--- src/rtl/projectile_arbiter.sv ---
// Round-robin arbiter that shares one projectile between player and NPC, tracks
// the flight until hit / out-of-bounds / timeout, then holds a frame-based cooldown.
module projectile_arbiter #(
  parameter int unsigned COOLDOWN_FRAMES   = 8,
  parameter int unsigned MAX_FLIGHT_FRAMES = 160,
  parameter logic [9:0]  X_MIN             = 10'd0,
  parameter logic [9:0]  X_MAX             = 10'd639
) (
  input  logic       Clk,
  input  logic       Reset,
  input  logic       frame_clk,
  input  logic       battle_l,
  input  logic       P_Shoot,
  input  logic       N_Shoot,
  input  logic [9:0] P_X_Center,
  input  logic [9:0] P_Y_Center,
  input  logic [9:0] N_X_Center,
  input  logic [9:0] N_Y_Center,
  input  logic [9:0] Proj_X_Curr,
  input  logic       contact_player,
  input  logic       contact_npc,
  output logic [9:0] Proj_Origin_X,
  output logic [9:0] Proj_Origin_Y,
  output logic       Proj_Dir,
  output logic       proj_activate,
  output logic       proj_kill,
  output logic       proj_owner,
  output logic       proj_busy,
  output logic       hit_player,
  output logic       hit_npc
);
  typedef enum logic [1:0] {IDLE, LAUNCH, FLIGHT, COOLDOWN} state_t;

  localparam logic [7:0] CD_LIM = 8'(COOLDOWN_FRAMES);
  localparam logic [7:0] FL_LIM = 8'(MAX_FLIGHT_FRAMES);

  state_t      state_q;
  logic        frame_q, p_shoot_q, n_shoot_q;
  logic        p_pend_q, n_pend_q, pref_npc_q;
  logic [7:0]  fcnt_q, ccnt_q, fcnt_d, ccnt_d;
  logic [9:0]  org_x_q, org_y_q;
  logic        dir_q, owner_q, act_q, kill_q, busy_q, hit_p_q, hit_n_q;
  logic        ftick, p_rise, n_rise, p_req, n_req, grant_npc, tgt_hit, oob;
  logic [10:0] dlo, dhi;

  always_comb begin
    ftick     = frame_clk & ~frame_q;
    p_rise    = P_Shoot & ~p_shoot_q;
    n_rise    = N_Shoot & ~n_shoot_q;
    p_req     = p_pend_q | p_rise;
    n_req     = n_pend_q | n_rise;
    grant_npc = n_req & (~p_req | pref_npc_q);
    fcnt_d    = fcnt_q;
    if (ftick && fcnt_q != 8'hFF) fcnt_d = fcnt_q + 8'd1;
    ccnt_d    = ccnt_q;
    if (ftick && ccnt_q != 8'hFF) ccnt_d = ccnt_q + 8'd1;
    tgt_hit   = owner_q ? contact_player : contact_npc;
    // Bounds via 11-bit differences: the sign bit flags below-min / above-max.
    dlo       = {1'b0, Proj_X_Curr} - {1'b0, X_MIN};
    dhi       = {1'b0, X_MAX} - {1'b0, Proj_X_Curr};
    oob       = dlo[10] | dhi[10];
  end

  always_ff @(posedge Clk) begin
    if (Reset) begin
      state_q    <= IDLE;
      frame_q    <= 1'b0;
      p_shoot_q  <= 1'b0;
      n_shoot_q  <= 1'b0;
      p_pend_q   <= 1'b0;
      n_pend_q   <= 1'b0;
      pref_npc_q <= 1'b0;
      fcnt_q     <= '0;
      ccnt_q     <= '0;
      org_x_q    <= '0;
      org_y_q    <= '0;
      dir_q      <= 1'b0;
      owner_q    <= 1'b0;
      act_q      <= 1'b0;
      kill_q     <= 1'b0;
      busy_q     <= 1'b0;
      hit_p_q    <= 1'b0;
      hit_n_q    <= 1'b0;
    end else begin
      frame_q   <= frame_clk;
      p_shoot_q <= P_Shoot;
      n_shoot_q <= N_Shoot;
      act_q     <= 1'b0;
      kill_q    <= 1'b0;
      hit_p_q   <= 1'b0;
      hit_n_q   <= 1'b0;
      if (!battle_l) begin
        // Leaving battle aborts any live shot; the fairness pointer survives.
        state_q  <= IDLE;
        p_pend_q <= 1'b0;
        n_pend_q <= 1'b0;
        busy_q   <= 1'b0;
        if (state_q == LAUNCH || state_q == FLIGHT) kill_q <= 1'b1;
      end else begin
        case (state_q)
          IDLE: if (p_req || n_req) begin
            state_q    <= LAUNCH;
            act_q      <= 1'b1;
            busy_q     <= 1'b1;
            owner_q    <= grant_npc;
            pref_npc_q <= ~grant_npc;
            org_x_q    <= grant_npc ? N_X_Center : P_X_Center;
            org_y_q    <= grant_npc ? N_Y_Center : P_Y_Center;
            dir_q      <= grant_npc ? (P_X_Center < N_X_Center) : (N_X_Center < P_X_Center);
            p_pend_q   <= grant_npc & p_req;
            n_pend_q   <= ~grant_npc & n_req;
          end
          LAUNCH: begin
            state_q <= FLIGHT;
            fcnt_q  <= '0;
          end
          FLIGHT: begin
            fcnt_q <= fcnt_d;
            if (tgt_hit || oob || fcnt_d == FL_LIM) begin
              state_q <= COOLDOWN;
              ccnt_q  <= '0;
              kill_q  <= 1'b1;
              busy_q  <= 1'b0;
              hit_p_q <= tgt_hit & owner_q;
              hit_n_q <= tgt_hit & ~owner_q;
            end
          end
          COOLDOWN: begin
            ccnt_q   <= ccnt_d;
            p_pend_q <= p_pend_q | p_rise;
            n_pend_q <= n_pend_q | n_rise;
            if (ccnt_d == CD_LIM) state_q <= IDLE;
          end
          default: state_q <= IDLE;
        endcase
      end
    end
  end

  assign Proj_Origin_X = org_x_q;
  assign Proj_Origin_Y = org_y_q;
  assign Proj_Dir      = dir_q;
  assign proj_activate = act_q;
  assign proj_kill     = kill_q;
  assign proj_owner    = owner_q;
  assign proj_busy     = busy_q;
  assign hit_player    = hit_p_q;
  assign hit_npc       = hit_n_q;
endmodule

--- config.mk ---
export PLATFORM = sky130hd
export DESIGN_NAME = projectile_arbiter
export DESIGN_NICKNAME = d
export VERILOG_FILES = /design/src/rtl/projectile_arbiter.sv
export SDC_FILE = /design/constraint.sdc
export NUM_CORES = 1
export LEC_CHECK = 0
export ABC_CLOCK_PERIOD_IN_PS = 3400
export CAP_MARGIN = 25
export CORE_ASPECT_RATIO = 1.25
export CORE_UTILIZATION = 48
export DETAILED_ROUTE_END_ITERATION = 7
export PLACE_DENSITY = 0.88
export SYNTH_ARGS = -nofsm -noshare
export SYNTH_HDL_FRONTEND = slang
export SYNTH_SLANG_ARGS = --single-unit
--- constraint.sdc ---
create_clock -name Clk -period 3.4 [get_ports Clk]
set_input_delay 0.68 -clock Clk [delete_from_list [all_inputs] [get_ports Clk]]
set_output_delay 0.68 -clock Clk [all_outputs]
set_load 0.01 [all_outputs]
==> metrics.txt, run 1 <==
run status complete, no violations; area growth from synthesis to layout 30.37%; WHS Path Cells 2; top post-synthesis cells by area dfxtp_1, mux2i_1, ha_1; die height 91.22 um; CTS sink count 51; die area 6693 um^2; Worst setup SP type input pin; post-synthesis instance total 361; Final Cycle Share 84.91%; Post-synth EDFFs 0; site row count 32; cts hold-fix bufs 0; leakage power 1.537 nW; gp weighted congestion 0.8911; crit path kind in2reg; Multi-input gate area 1815 um^2; Avg Cell Area, Syn 8.467 um^2; Synth Cell Area 3057 um^2; RSZ-0062 raised after global routing false; post-synth top area share 33.40%; CTS Root Cell clkbuf_8; DRC viols 0; Die Wd 73.38 um; fin util 64.63%; Synth Flop Type dfxtp_1; crit path max fanout 5; total power divided by cell area 369.0 nW/um^2; final hold viol count 0; Internal 0.001100 W; Worst EP arrival 3.06 ns; WL per Instance 13.95 um; CTS Buf Count 5; final setup fails 0; final setup margin 0.5132 ns; sequential area share after synthesis 33.40%; GRT Util Overall 22.66%; clk buf depth 2; ANT cells 0; post-CTS resize count 0; slew at the pin with the worst max-slew slack 0.5129 ns; core box area 6166 um^2; CP top delay family compound AO/OA/AOI/OAI gates; Initial Utilization 49.57%; max cap viols 0; Post-synth ARST share 0%; CTS tree yes; post-synth top area cell dfxtp_1; fraction of power consumed by sequential logic 44.2%; maximum VDD drop 0.2683 mV; via count 2868; Peak Freq 0.3464 GHz; hpwl dp 5.331 mm; GRT overflow 0; setup clock skew after layout 0.004129 ns; headroom to the max-slew limit 65.81%; share of layout cells above drive strength 1 8.333%; Vias per Instance 5.547; Reg2Reg Depth 8; Fin Setup TNS 0 ns; Crit-path slowest cell clkdlybuf4s50_1; setup bufs post-CTS 0; final non-filler cell area 3985 um^2; Max Slew Vio Count 0; cell depth of the worst setup path 8; port bufs 77; final-stage net count 505; worst path bufs/invs 1; switching power 0.0003699 W; fillers 530; Iter 0 DRT Violations 111; synthesized net count 435; first-pass GRT wire length 12.16 mm; Pwr Total 0.001470 W; Yosys reg bits 51; register area 1021 um^2; Initial DRT Pass Iterations 5; delay of the slowest critical-path stage 0.56 ns; YS warnings 0; Tmin final 2.887 ns; initial antenna violation count 0; I/O pins 85; vias in the first global route 2782; Netlist cell types 58; post-route ant nets 0; H-Tree Depth 2; final wirelength 7.210 mm; crit-path cells clkdlybuf4s50_1 -> nand4b_4 -> a211o_2 -> xnor2_1 -> or3_4 -> o211a_1 -> o311ai_0 -> o31ai_1; largest net degree at the start of global routing 46; Critical Path RT 3.58 ns; Logic pwr share 22.1%; Place WS 0.2324 ns; sw frac 25.16%; Post-Place Cell Area 3852 um^2; Clock Power Share 33.8%; CP Capture Type flip-flop; clk_lat worst skew 0.30 ns; clock slew at reported path FFs 0.09 ns; hold crit path type reg2reg
==> state kept, by name (all words and copies together), names as in the netlist <==
| name | flops |
|---|---|
| p_shoot_q | 1 |
| Proj_Origin_X | 10 |
| pref_npc_q | 1 |
| proj_busy | 1 |
| proj_kill | 1 |
| Proj_Origin_Y | 10 |
| n_pend_q | 1 |
| frame_q | 1 |
| hit_player | 1 |
| fcnt_q | 8 |
| proj_activate | 1 |
| n_shoot_q | 1 |
| proj_owner | 1 |
| p_pend_q | 1 |
| hit_npc | 1 |
| state_q | 2 |
| Proj_Dir | 1 |
| ccnt_q | 8 |
==> power by group through the flow <==
stage / clock network (W) / registers [W] / logic, W
after CTS: 0.000508 / 0.000650 / 0.000326
after global routing: 0.000533 / 0.000653 / 0.000359
after floorplan: 0 / 0.000675 / 0.000155
after global placement: 0 / 0.000661 / 0.000317
final: 0.000496 / 0.000649 / 0.000325
after detailed placement: 0 / 0.000663 / 0.000325
==> tightest hold or removal path: cells and delay by family (launching register included) <==
kind	cells	cell delay [ns]
flip-flops	1	0.34
multiplexers	1	0.05
AND/OR/NAND/NOR	1	0.06
==> synthesized netlist by cell type, types with 9 or more instances <==
cell type  instances
a211oi_1          21
a21oi_1           19
clkbuf_1          14
dfxtp_1           51
ha_1              16
inv_1             21
mux2i_1           24
nand2_1           27
nand3_1           11
nand4_1            9
nor2_1            46
nor3_1             9
==> through the flow <==
step,instances,hold slack (ns)
after floorplan,361,0.4521
after global placement,509,0.4604
after detailed placement,509,0.4808
after CTS,517,0.4924
after global routing,517,0.5202
final,517,0.4923
==> path summary, 6_finish.rpt <==
check,to,from,slack (ns)
max,ccnt_q[6]$_SDFFE_PP0P_,frame_clk,0.51
min,state_q[0]$_SDFFE_PP0P_,state_q[0]$_SDFFE_PP0P_,0.49
max reg2reg,ccnt_q[6]$_SDFFE_PP0P_,fcnt_q[0]$_SDFFE_PP0P_,0.66
min reg2reg,state_q[0]$_SDFFE_PP0P_,state_q[0]$_SDFFE_PP0P_,0.49
==> final cells by class <==
class / count / area share [%]
well taps: 85 / 2.669
multi-input cells: 267 / 45.56
repair buffers: 85 / 20.85
flip-flops and latches: 51 / 25.62
clock buffers: 6 / 1.821
inverters: 21 / 1.978
clock inverters: 2 / 1.507
==> cells in the final DEF (no fill, tap or decap), types with 4 or more instances in the layout <==
cell type        instances
a21o_1                   4
clkdlybuf4s50_1         77
a21oi_1                 19
and3_1                   5
dfxtp_1                 51
buf_4                    8
clkbuf_8                 5
inv_1                   21
ha_1                    16
nor2b_1                  7
nand3_1                 11
nand2_1                 27
o21ai_0                  8
mux2i_1                 24
nor2_1                  45
a211oi_1                21
a31oi_1                  5
nand4_1                  9
nand2b_1                 4
nor3_1                   9
o31ai_1                  4
o211ai_1                 4
==> cells by family (layout without fill, tap and decap cells) <==
family | count (synthesis) | in the layout | share of synthesized area, %
AND/OR/NAND/NOR | 134 | 134 | 22.47
AO/OA/AOI/OAI | 88 | 88 | 20.75
flip-flops | 51 | 51 | 33.40
buffers and inverters | 43 | 114 | 7.286
multiplexers | 27 | 27 | 8.964
adder cells (fa/ha/maj) | 16 | 16 | 6.549
XOR/XNOR | 2 | 2 | 0.5732
==> routing by layer <==
| metal | track usage (%) | share of wire [%] |
|---|---|---|
| met5 | 0 | 0 |
| met4 | 7.532 | 1.8 |
| met3 | 7.436 | 6.9 |
| met2 | 38.58 | 51 |
| met1 | 26.22 | 41 |
(Power assumes the default switching activity.)
==> run 2: changes to the inputs <==
ABC_CLOCK_PERIOD_IN_PS = 2400   (was 3400)
CORE_UTILIZATION = 44   (was 48)
PLACE_DENSITY = 0.85   (was 0.88)
clock period = 2.4 ns   (was 3.4 ns; I/O delays follow)
==> run 2 against run 1 <==
Setup slack got worse by 0.47 ns. Register-to-register slack lost 0.61 ns. Die area grew 8.9%. Count of clock-buffer cells in the layout stayed put. Critical path depth down 1. Flip-flop and latch count did not move. Wire length up 10%. Non-clock buffer count rose by 23. Clock skew up 0.0049 ns. Highest routed layer unchanged. Via count rose by 4.3%.
==> metrics.txt, run 2 (synthesized netlist as in run 1, its figures left out) <==
Place WS -0.5595 ns (-0.7920 ns); crit path max fanout 6 (+1); slew at the pin with the worst max-slew slack 0.4226 ns (-0.09024 ns); leading cell types in the layout, fill and taps excluded clkdlybuf4s50_1, dfxtp_1, nor2_1; Critical Path RT 2.59 ns (-0.99 ns); Hold Path Sink state_q[0]$_SDFFE_PP0P_; cts hold-fix bufs 0 (unchanged); CP Capture Type flip-flop; HP Start state_q[0]$_SDFFE_PP0P_; gp weighted congestion 0.8474 (-4.9%); crit-path cells and3_2 -> a211o_4 -> xnor2_1 -> or3_4 -> o211a_4 -> o311ai_2 -> o31ai_2; final setup margin 0.04692 ns (-0.4663 ns); die height 95.19 um (+4.3%); share of layout cells above drive strength 1 16.92% (+8.6 points); register area 1028 um^2 (+0.74%); r2r setup slk 0.05 ns (-0.61 ns); Initial DRT Pass Iterations 4 (-1); Die Wd 76.55 um (+4.3%); Max Slew Vio Count 0 (unchanged); Crit-path slowest cell dfxtp_1; GRT Util Overall 22.17% (-0.49 points); commonest non-fill, non-tap cell in the layout clkdlybuf4s50_1; initial antenna violation count 0 (unchanged); via count 2992 (+4.3%); headroom to the max-slew limit 71.83% (+6.0 points); Reg2Reg Depth 7 (-1); post-route ant nets 0 (unchanged); first-pass GRT wire length 12.99 mm (+6.8%); Tmin final 2.353 ns; final-stage net count 528 (+4.6%); r2r endpoint ccnt_q[6]$_SDFFE_PP0P_; Peak Freq 0.4250 GHz; Iter 0 DRT Violations 114 (+2.7%); Fin Setup TNS 0 ns (unchanged); CTS Buf Count 5 (unchanged); GRT overflow 0 (unchanged); run status complete, no violations; crit path kind reg2reg; DRC viols 0 (unchanged); CTS tree yes; fillers 539 (+1.7%); setup clock skew after layout 0.008989 ns (+0.004859 ns); WL per Instance 14.66 um (+5.1%); Vias per Instance 5.520 (-0.49%); Multi-input gate area 1891 um^2 (+4.1%); ANT cells 0 (unchanged); clk_lat worst skew 0.32 ns (+0.02 ns); leakage power 1.635 nW (+6.4%); dpl cells 532 (+4.5%); largest net degree at the start of global routing 46 (unchanged); die area 7286 um^2 (+8.9%); CTS Root Cell clkbuf_8; non-filler instance count after layout 542 (+4.8%); Worst EP arrival 2.55 ns (-0.51 ns); final hold viol count 0 (unchanged); maximum VDD drop 0.2814 mV (+4.9%); hpwl dp 5.899 mm (+11%); Final Cycle Share 98.04%; core box area 6648 um^2 (+7.8%); delay of the slowest critical-path stage 0.37 ns (-0.19 ns); total power divided by cell area 456.8 nW/um^2 (+24%); H-Tree Depth 2 (unchanged); max cap viols 0 (unchanged); Reg-to-Reg Start fcnt_q[5]$_SDFFE_PP0P_; vias in the first global route 2935 (+5.5%); final wirelength 7.946 mm (+10%); site row count 33 (+3.1%); Initial Utilization 45.98% (-3.6 points); I/O pins 85 (unchanged); hold crit path type reg2reg; clock slew at reported path FFs 0.09 ns (about the same); CTS sink count 51 (unchanged); port bufs 77 (unchanged); Worst setup SP type flip-flop; WHS Path Cells 2 (unchanged); final setup fails 0 (unchanged); area growth from synthesis to layout 37.62%; clk buf depth 2 (unchanged)
==> run 2: cell types whose count changed in the layout (fill, tap and decap cells not counted), moves of 2 or more <==
cell / before / now
buf_4: 8 / 30
bufinv_16: 2 / 0
dfxtp_1: 51 / 45
dfxtp_2: 0 / 6
ha_1: 16 / 14
o311ai_0: 3 / 1
==> run 2: worst max-delay path: cells and delay by family (launching register included) <==
family / cells / cell delay (ns)
DFF: 1 / 0.37
xor gates and xnor gates: 1 / 0.13
and+or+nand+nor: 2 / 0.63
AOI/OAI and AO/OA: 4 / 1.10
==> run 2: metal layers <==
metal  vias up  GRT usage (%)  wire [um]
li1       1486              -          -
met1      1387          23.61       3057
met2        99          40.54       4128
met3        20          6.124        550
met4         0          10.90        209
met5         -              0          0
==> run 2: final cells by class <==
type	count	share of cell area, %
inverter	21	1.874
tap	87	2.588
clock buffer	6	1.725
multi-input combinational	267	44.94
sequential	51	24.45
timing repair buffer	108	24.12
clock inverter	2	0.2974
==> run 2: how the worst max path moves through the flow <==
stage	start	endpoint
after global routing	fcnt_q[5]$_SDFFE_PP0P_	ccnt_q[6]$_SDFFE_PP0P_
after detailed placement	frame_clk	ccnt_q[6]$_SDFFE_PP0P_
final	fcnt_q[5]$_SDFFE_PP0P_	ccnt_q[6]$_SDFFE_PP0P_
after global placement	frame_clk	ccnt_q[2]$_SDFFE_PP0P_
after CTS	fcnt_q[1]$_SDFFE_PP0P_	ccnt_q[4]$_SDFFE_PP0P_
after floorplan	fcnt_q[0]$_SDFFE_PP0P_	ccnt_q[4]$_SDFFE_PP0P_
==> run 2: report_power, final <==
| group | internal [W] | total, W | switching [W] |
|---|---|---|---|
| Sequential | 0.000894 | 0.000919 | 0.0000251 |
| Combinational | 0.000265 | 0.000489 | 0.000224 |
| Clock | 0.000205 | 0.000513 | 0.000308 |
==> run 2: what timing repair did <==
| item | 4_1_cts | 5_1_grt |
|---|---|---|
| pin swaps | 0 | 4 |
| buffers inserted | 0 | 2 |
| endpoints found under the hold margin | 0 | 0 |
| gates resized for setup | 5 | 16 |
| endpoints found under the setup margin | 11 | 10 |
==> run 2: through the flow <==
step	util [%]	hold WS (ns)	area, um^2	total power [W]
floorplan	-	0.4521	3069	0.001176
global placement	60.74	0.4646	4038	0.001407
detailed placement	60.74	0.4830	4038	0.001423
CTS	62.15	0.4998	4131	0.001929
global route	63.28	0.5209	4207	0.002015
finish	63.28	0.4984	4207	0.001921
